<file path="src/rtl/byte_serial_word_adder.sv">
// byte_serial_word_adder
// Adds two WORD_BYTES-wide operands plus carry-in one byte per cycle, LSB
// first, through an 8-bit ripple adder. The inter-byte carry is registered.
// The result is the full-width sum modulo 2^(8*WORD_BYTES).
// Optional build macro: BYTE_ADDER_COUT_EN adds a registered 'cout' port
// that carries the final byte's carry-out alongside the sum.
module byte_serial_word_adder #(
  parameter int WORD_BYTES = 4
) (
  input  logic                      clk,
  input  logic                      rst,
  input  logic                      in_valid,
  output logic                      in_ready,
  input  logic [8*WORD_BYTES-1:0]   a,
  input  logic [8*WORD_BYTES-1:0]   b,
  input  logic                      cin,
  output logic                      out_valid,
  input  logic                      out_ready,
  output logic [8*WORD_BYTES-1:0]   sum,
  output logic                      busy
`ifdef BYTE_ADDER_COUT_EN
  ,
  output logic                      cout
`endif
);

  localparam int W = 8 * WORD_BYTES;
  localparam logic [2:0] LAST_IDX = 3'(WORD_BYTES - 1);

  localparam logic [1:0] ST_IDLE = 2'd0;
  localparam logic [1:0] ST_ADD  = 2'd1;
  localparam logic [1:0] ST_DONE = 2'd2;

  logic [1:0]   state_q, state_d;
  logic [W-1:0] a_q, a_d;
  logic [W-1:0] b_q, b_d;
  logic [W-1:0] sum_q, sum_d;
  logic         carry_q, carry_d;
  logic [2:0]   idx_q, idx_d;
`ifdef BYTE_ADDER_COUT_EN
  logic         cout_q, cout_d;
`endif

  logic [7:0] a_byte;
  logic [7:0] b_byte;
  logic [7:0] byte_sum;
  logic [8:0] carry_chain;

  // Select the operand bytes addressed by the current byte index.
  always_comb begin
    a_byte = 8'h00;
    b_byte = 8'h00;
    for (int k = 0; k < WORD_BYTES; k++) begin
      if (idx_q == 3'(k)) begin
        a_byte = a_q[8*k +: 8];
        b_byte = b_q[8*k +: 8];
      end
    end
  end

  // Eight chained full adders seeded with the registered carry.
  always_comb begin
    byte_sum       = 8'h00;
    carry_chain    = 9'h000;
    carry_chain[0] = carry_q;
    for (int i = 0; i < 8; i++) begin
      byte_sum[i]      = a_byte[i] ^ b_byte[i] ^ carry_chain[i];
      carry_chain[i+1] = (a_byte[i] & b_byte[i]) |
                         (a_byte[i] & carry_chain[i]) |
                         (b_byte[i] & carry_chain[i]);
    end
  end

  // Sequencer: capture operands, walk the bytes, then hold the result.
  always_comb begin
    state_d = state_q;
    a_d     = a_q;
    b_d     = b_q;
    sum_d   = sum_q;
    carry_d = carry_q;
    idx_d   = idx_q;
`ifdef BYTE_ADDER_COUT_EN
    cout_d  = cout_q;
`endif
    case (state_q)
      ST_IDLE: begin
        if (in_valid) begin
          a_d     = a;
          b_d     = b;
          carry_d = cin;
          idx_d   = 3'd0;
          state_d = ST_ADD;
`ifdef BYTE_ADDER_COUT_EN
          cout_d  = 1'b0;
`endif
        end
      end
      ST_ADD: begin
        for (int k = 0; k < WORD_BYTES; k++) begin
          if (idx_q == 3'(k)) begin
            sum_d[8*k +: 8] = byte_sum;
          end
        end
        carry_d = carry_chain[8];
        if (idx_q == LAST_IDX) begin
          state_d = ST_DONE;
`ifdef BYTE_ADDER_COUT_EN
          cout_d  = carry_chain[8];
`endif
        end else begin
          idx_d = idx_q + 3'd1;
        end
      end
      ST_DONE: begin
        if (out_ready) begin
          state_d = ST_IDLE;
        end
      end
      default: begin
        state_d = ST_IDLE;
      end
    endcase
  end

  // State and datapath registers, cleared asynchronously by reset.
  always_ff @(posedge clk or posedge rst) begin
    if (rst) begin
      state_q <= ST_IDLE;
      a_q     <= '0;
      b_q     <= '0;
      sum_q   <= '0;
      carry_q <= 1'b0;
      idx_q   <= 3'd0;
`ifdef BYTE_ADDER_COUT_EN
      cout_q  <= 1'b0;
`endif
    end else begin
      state_q <= state_d;
      a_q     <= a_d;
      b_q     <= b_d;
      sum_q   <= sum_d;
      carry_q <= carry_d;
      idx_q   <= idx_d;
`ifdef BYTE_ADDER_COUT_EN
      cout_q  <= cout_d;
`endif
    end
  end

  // Handshake and status outputs decode directly from the state register.
  always_comb begin
    in_ready  = (state_q == ST_IDLE);
    out_valid = (state_q == ST_DONE);
    busy      = (state_q == ST_ADD) || (state_q == ST_DONE);
    sum       = sum_q;
`ifdef BYTE_ADDER_COUT_EN
    cout      = cout_q;
`endif
  end

endmodule

</file>
<file path="config.mk">
export PLATFORM = sky130hd
export DESIGN_NAME = byte_serial_word_adder
export DESIGN_NICKNAME = d
export VERILOG_FILES = /design/src/rtl/byte_serial_word_adder.sv
export SDC_FILE = /design/constraint.sdc
export NUM_CORES = 1
export LEC_CHECK = 0
export ABC_AREA = 1
export BUFFER_PORTS_ARGS = -buffer_cell sky130_fd_sc_hd__buf_2
export CORE_UTILIZATION = 50
export DETAILED_ROUTE_END_ITERATION = 8
export GPL_ROUTABILITY_DRIVEN = 0
export PLACE_DENSITY = 0.85
export SLEW_MARGIN = 0
export SYNTH_ARGS = -nofsm -noshare
export SYNTH_HDL_FRONTEND = slang
export SYNTH_SLANG_ARGS = --single-unit
</file>
<file path="constraint.sdc">
create_clock -name clk -period 6.2 [get_ports clk]
set_input_delay 0 -clock clk [delete_from_list [all_inputs] [get_ports clk]]
set_output_delay 0 -clock clk [all_outputs]
set_load 0.02 [all_outputs]
</file>
Yosys cells after proc, flatten, opt, wreduce, memory -nomap -nowiden
Index checks and enable logic that the tools add are counted.

Add/subtract/negate cells: 1. Equality and inequality tests: 9. Multiplexer cells: 17. Bitwise logic cells: 56. Reduce and logical (&&, ||, !) cells: 12.

Operator list (number): $mux 8 (8); $and 1x1->1 (24); $or 1x1->1 (16); $xor 1x1->1 (16); $reduce_and 2->1 (6); $eq 3x2->1 const B (2); $mux 2 (3); $mux 3 (2); $ne 2x2->1 const B (3); $pmux 2 s3 (1); $pmux 3 s2 (1); $reduce_and 3->1 (2); $add 3x1->3 const B (1); $eq 3x1->1 const B (1); $logic_not 3->1 (1); $eq 2x1->1 const B (1); $eq 2x2->1 const B (1); $logic_not 2->1 (1); $ne 2x1->1 const B (1); $pmux 1 s2 (1); $reduce_bool 2->1 (1); $logic_or 1x1->1 (1); $mux 1 (1).

Flip-flop bits (word level): 102. Input bits: 69. Output and inout port bits: 35. Word-level logic and storage cells: 104.

Longest topological paths before layout
Depth in word-level cells: 30. Mapped depth: 23. Depth with buffers taken out: 21.

Least setup slack after synthesis
Ideal clock, no wire load.

Path kind: reg2reg. Start point: reg idx_q[2]. End point: reg sum_q[31], in the netlist sum[31]. Library setup time: 0.083 ns. Arrival: 4.572 ns. Required time: 6.117 ns. Slack: 1.545 ns. Stages on the path, launching flop included: 22. Buffers on the path: 3. Period minus slack after synthesis: 4.655 ns. Path through: dfrtp_1 -> inv_2 -> buf_6 -> ha_1 -> buf_2 -> inv_1 -> buf_2 -> o21ai_0 -> inv_1 -> nand2_1 -> nand2_1 -> fa_1 -> inv_1 -> fa_1 -> fa_1 -> fa_1 -> fa_1 -> fa_1 -> fa_1 -> inv_1 -> fa_1 -> o21ai_0.

Cells in the longest elaborated chain, start to end: 27. Elaborated cells between the ends (all ways): 50. Those cells by class: eq/ne: 3; mux: 8; bitwise: 37; reduce/logical: 2.

RTL lines: start: declaration (line 39) `logic [2:0] idx_q, idx_d;`; start signal: assignment (line 143) `idx_q <= idx_d;`; $logic_not 3->1 (line 54) `if (idx_q == 3'(k)) begin`; $mux 8 (4 in a row) (line 54); $and 1x1->1, on equally long branches (line 68, 69); $or 1x1->1 (line 68) `carry_chain[i+1] = (a_byte[i] & b_byte[i]) |`; $or 1x1->1 (line 69) `(a_byte[i] & carry_chain[i]) |`; $and 1x1->1 (line 69); $or 1x1->1 (line 68); $or 1x1->1 (line 69); [... 8 more ...]; $or 1x1->1 (line 69); $and 1x1->1 (line 69); $or 1x1->1 (line 68); $or 1x1->1 (line 69); $and 1x1->1 (line 69); $or 1x1->1 (line 68); $or 1x1->1 (line 69); $xor 1x1->1 (line 67) `byte_sum[i] = a_byte[i] ^ b_byte[i] ^ carry_chain[i];`; end signal: assignment (line 141) `sum_q <= sum_d;`; end: declaration (line 37) `logic [W-1:0] sum_q, sum_d;`.

Several ways; a longest one is shown, not always the timed one. A chain may end at the register's enable or synchronous reset.

Worst setup path in the final report
Start point: reg idx_q[1]. End point: reg sum_q[7], in the netlist sum[7].

Cells in the longest elaborated chain, start to end: 27. Elaborated cells between the ends (all ways): 50. Those cells by class: eq/ne: 3; mux: 8; bitwise: 37; reduce/logical: 2.

RTL lines (line): $logic_not 3->1 (54, 100); $mux 8 (4 in a row) (54); $and 1x1->1, on equally long branches (68, 69); $or 1x1->1 (68); $or 1x1->1 (69); $and 1x1->1 (69); $or 1x1->1 (68); $or 1x1->1 (69); [... 8 more ...]; $or 1x1->1 (69); $and 1x1->1 (69); $or 1x1->1 (68); $or 1x1->1 (69); $and 1x1->1 (69); $or 1x1->1 (68); $or 1x1->1 (69); $xor 1x1->1 (67).

Several ways; a longest one is shown, not always the timed one.

==> metrics.cfg <==
[sta]
worst_pin_slew_ns = 0.9346
hold_violations = 0
fin_worst_skew_ns = 0.01058
slew_headroom_pct = 37.69
setup_violations = 0
fmax_mhz = 185.7
setup_tns_ns = 0
maxSlewViolCount = 0
min_period_ns = 5.385
setup_ws_ns = 0.8148
finalCritPeriodShare_pct = 86.86
rsz0062_at_grt = no

[route]
remaining_drc_errors = 0
ant_nets = 0
vias = 4117
drt-pass1-iter-count = 5
avgRoutedWirePerCell_um = 15.16
avgViaCountPerCell = 5.121
drt_iter0_markers = 323
wl_mm = 12.19

[run]
max-cap-violations = 0

[logic_synthesis]
synth-seq-area-share_pct = 52.52
yosysMostFrequentCell = nand2_1
ys_ff_latch = 102
synth_fp_nets = 597
syn_area_um2 = 4860
synthTopCellsByCount = 122 x nand2_1, 102 x dfrtp_1, 62 x inv_1, 48 x o21ai_0, 43 x mux2_2
synthArstFlopShare_pct = 100.0
synthFlopType = dfrtp_1
synthTopCellsByArea = dfrtp_1 53%, mux2_2 10%, nand2_1 9.4%
synthCells = 512
ys_warn_count = 0
synth-edff-count = 0
yosys.area.top_type = dfrtp_1
synth.top_cell.area_share_pct = 52.52
synth_cell_types = 26
postSynthAreaPerCell_um2 = 9.492

[grt]
grt_pass1_vias = 4150
grt_overflow = 0
antenna_found_initial = 1
grt_usage_pct = 26.13
grt_first_pass_wirelength_mm = 20.15
grt_max_degree = 87

[critical_path]
crit_type = flop to flop
start_kind = flop
timing.critical_path.buf_inv = 4
r2r_slack_ns = 0.81
arrival_ns = 5.67
crit_top_cell = fa_1
critPathTopFamily = adder cells
worst_ep_required_time_ns = 6.48
path_cells = inv_1, ha_1, inv_1, nor2_2, nand2_1, nand3_1, nand2_1, nand2_1, fa_1, inv_1, fa_1, fa_1, fa_1, fa_1, fa_1, fa_1, inv_1, fa_1, o21ai_0
max_stage_delay_ns = 0.57
endpoint_kind = flop
slowest_stage = ha_1
r2r_cells = 19
crit_cells = 19
path_max_fanout = 20

[floorplan]
rows = 35
coreArea_um2 = 9328
die_width_um = 100.6
start_util_pct = 52.10
pin_count = 104
die_h_um = 100.6
dieArea_um2 = 10120

[cts]
clkTransAtPathRegs_ns = 0.10
cts_tree = yes
postCtsSetupBuffers = 0
clk_latency_ns = 0.37
cts.path.max_buffers = 2
htree_levels = 3
cts.repair.resized = 0
root_buffer = clkbuf_8
hold_buffers = 66
cts_buffers = 9
cts_sinks = 102

[outcome]
status = complete, no violations

[pwr]
power_density_nw_per_um2 = 563.1
cellLeakagePower_uw = 0.003212
irDropWorstVdd_uv = 371.9
p_sw_uw = 1710
internal_power_uw = 1816
power_uw = 3525
clkPwrFrac_pct = 11.8
p_seq_share_pct = 33.0
p_comb_share_pct = 55.2
p_sw_share_pct = 48.49

[final_layout]
nNetsFinal = 754
post-route-cell-area_um2 = 6261
post-route-util_pct = 67.12
fill_cells = 701
area_growth_pct = 28.84
final_layout_size_suffix_gt1_share_pct = 26.26

[placement]
dpl-instance-area_um2 = 5400
portBuffers = 103
hpwlAfterDp_mm = 8.124
dp_slack_ns = 0.9030

[min_path]
min_path_cells = 5
hp-class = input port to flop

sequential cells by signal, indices dropped and copies added, names as in the netlist:
name / count
b_q: 32
sum: 32
a_q: 32
state_q: 2
carry_q: 1
idx_q: 3
cells in the final DEF (no fill, tap or decap), types with 2 or more instances in the layout:
master / Yosys / final
dlygate4sd3_1: 0 / 66
nand2_1: 122 / 121
o21ai_0: 48 / 48
a21oi_1: 21 / 21
buf_4: 1 / 2
clkbuf_8: 0 / 9
ha_1: 8 / 8
nand3_2: 3 / 3
buf_2: 19 / 103
a21oi_2: 3 / 3
inv_8: 0 / 2
inv_6: 0 / 2
mux2_2: 43 / 43
nor2_1: 36 / 36
inv_1: 62 / 61
dfrtp_1: 102 / 102
fa_1: 8 / 8
o211ai_1: 2 / 2
nand3_1: 22 / 22
clkinv_4: 0 / 2
through the flow:
step,hold slack (ns),std cells
after floorplan,0.1505,512
after global placement,0.1172,721
after detailed placement,0.1319,721
after CTS,0.02993,803
after global routing,0.06128,804
final,0.04983,804
final timing paths:
path                       endpoint  startpoint
setup reg to reg             sum[7]    idx_q[1]
hold / removal             idx_q[1]    in_valid
max in group asynchronous    b_q[2]         rst
setup / recovery             sum[7]    idx_q[1]
hold reg to reg              sum[1]      sum[1]
min in group asynchronous    b_q[7]         rst
layer usage:
metal  wire length [um]  vias up  part of all wire (%)  global-route usage, %
met2               5998      193                    49                  43.99
li1                   -     1936                     -                      -
met3                777       28                   6.4                  4.716
met1               5153     1960                    42                  33.77
met5                  0        -                     0                      0
met4                257        0                   2.1                  10.03
worst min-delay path: cells and delay by family:
kind / cells / cell delay, ns
buf+inv: 2 / 0.12
simple gates: 3 / 0.26
final cells by class:
cell class / count / area [um2] / area share [%]
flip-flops and latches: 102 / 2552 / 40.77
multi-input cells: 322 / 1917 / 30.62
repair buffers: 171 / 1191 / 19.02
inverters: 63 / 239.0 / 3.817
well taps: 129 / 161.4 / 2.578
clock buffers: 9 / 123.9 / 1.978
clock inverters: 7 / 73.82 / 1.179
diodes: 1 / 2.502 / 0.03997
kinds of logic after synthesis:
logic type	after synthesis	share of synthesized area (%)
AO/OA/AOI/OAI	77	8.393
adder cells (fa/ha/maj)	16	5.355
buffers and inverters	88	8.084
flip-flops	102	52.52
multiplexers	43	9.964
AND/OR/NAND/NOR	186	15.68
power groups by stage:
| stage | sequential [uW] | clock, uW | combinational, uW |
|---|---|---|---|
| finish | 1160 | 415 | 1950 |
| CTS | 1160 | 419 | 1900 |
| detailed placement | 1170 | 0 | 1860 |
| global placement | 1160 | 0 | 1780 |
| floorplan | 1220 | 0 | 1220 |
| global route | 1190 | 453 | 2140 |
Power figures use the tool's default switching activity.
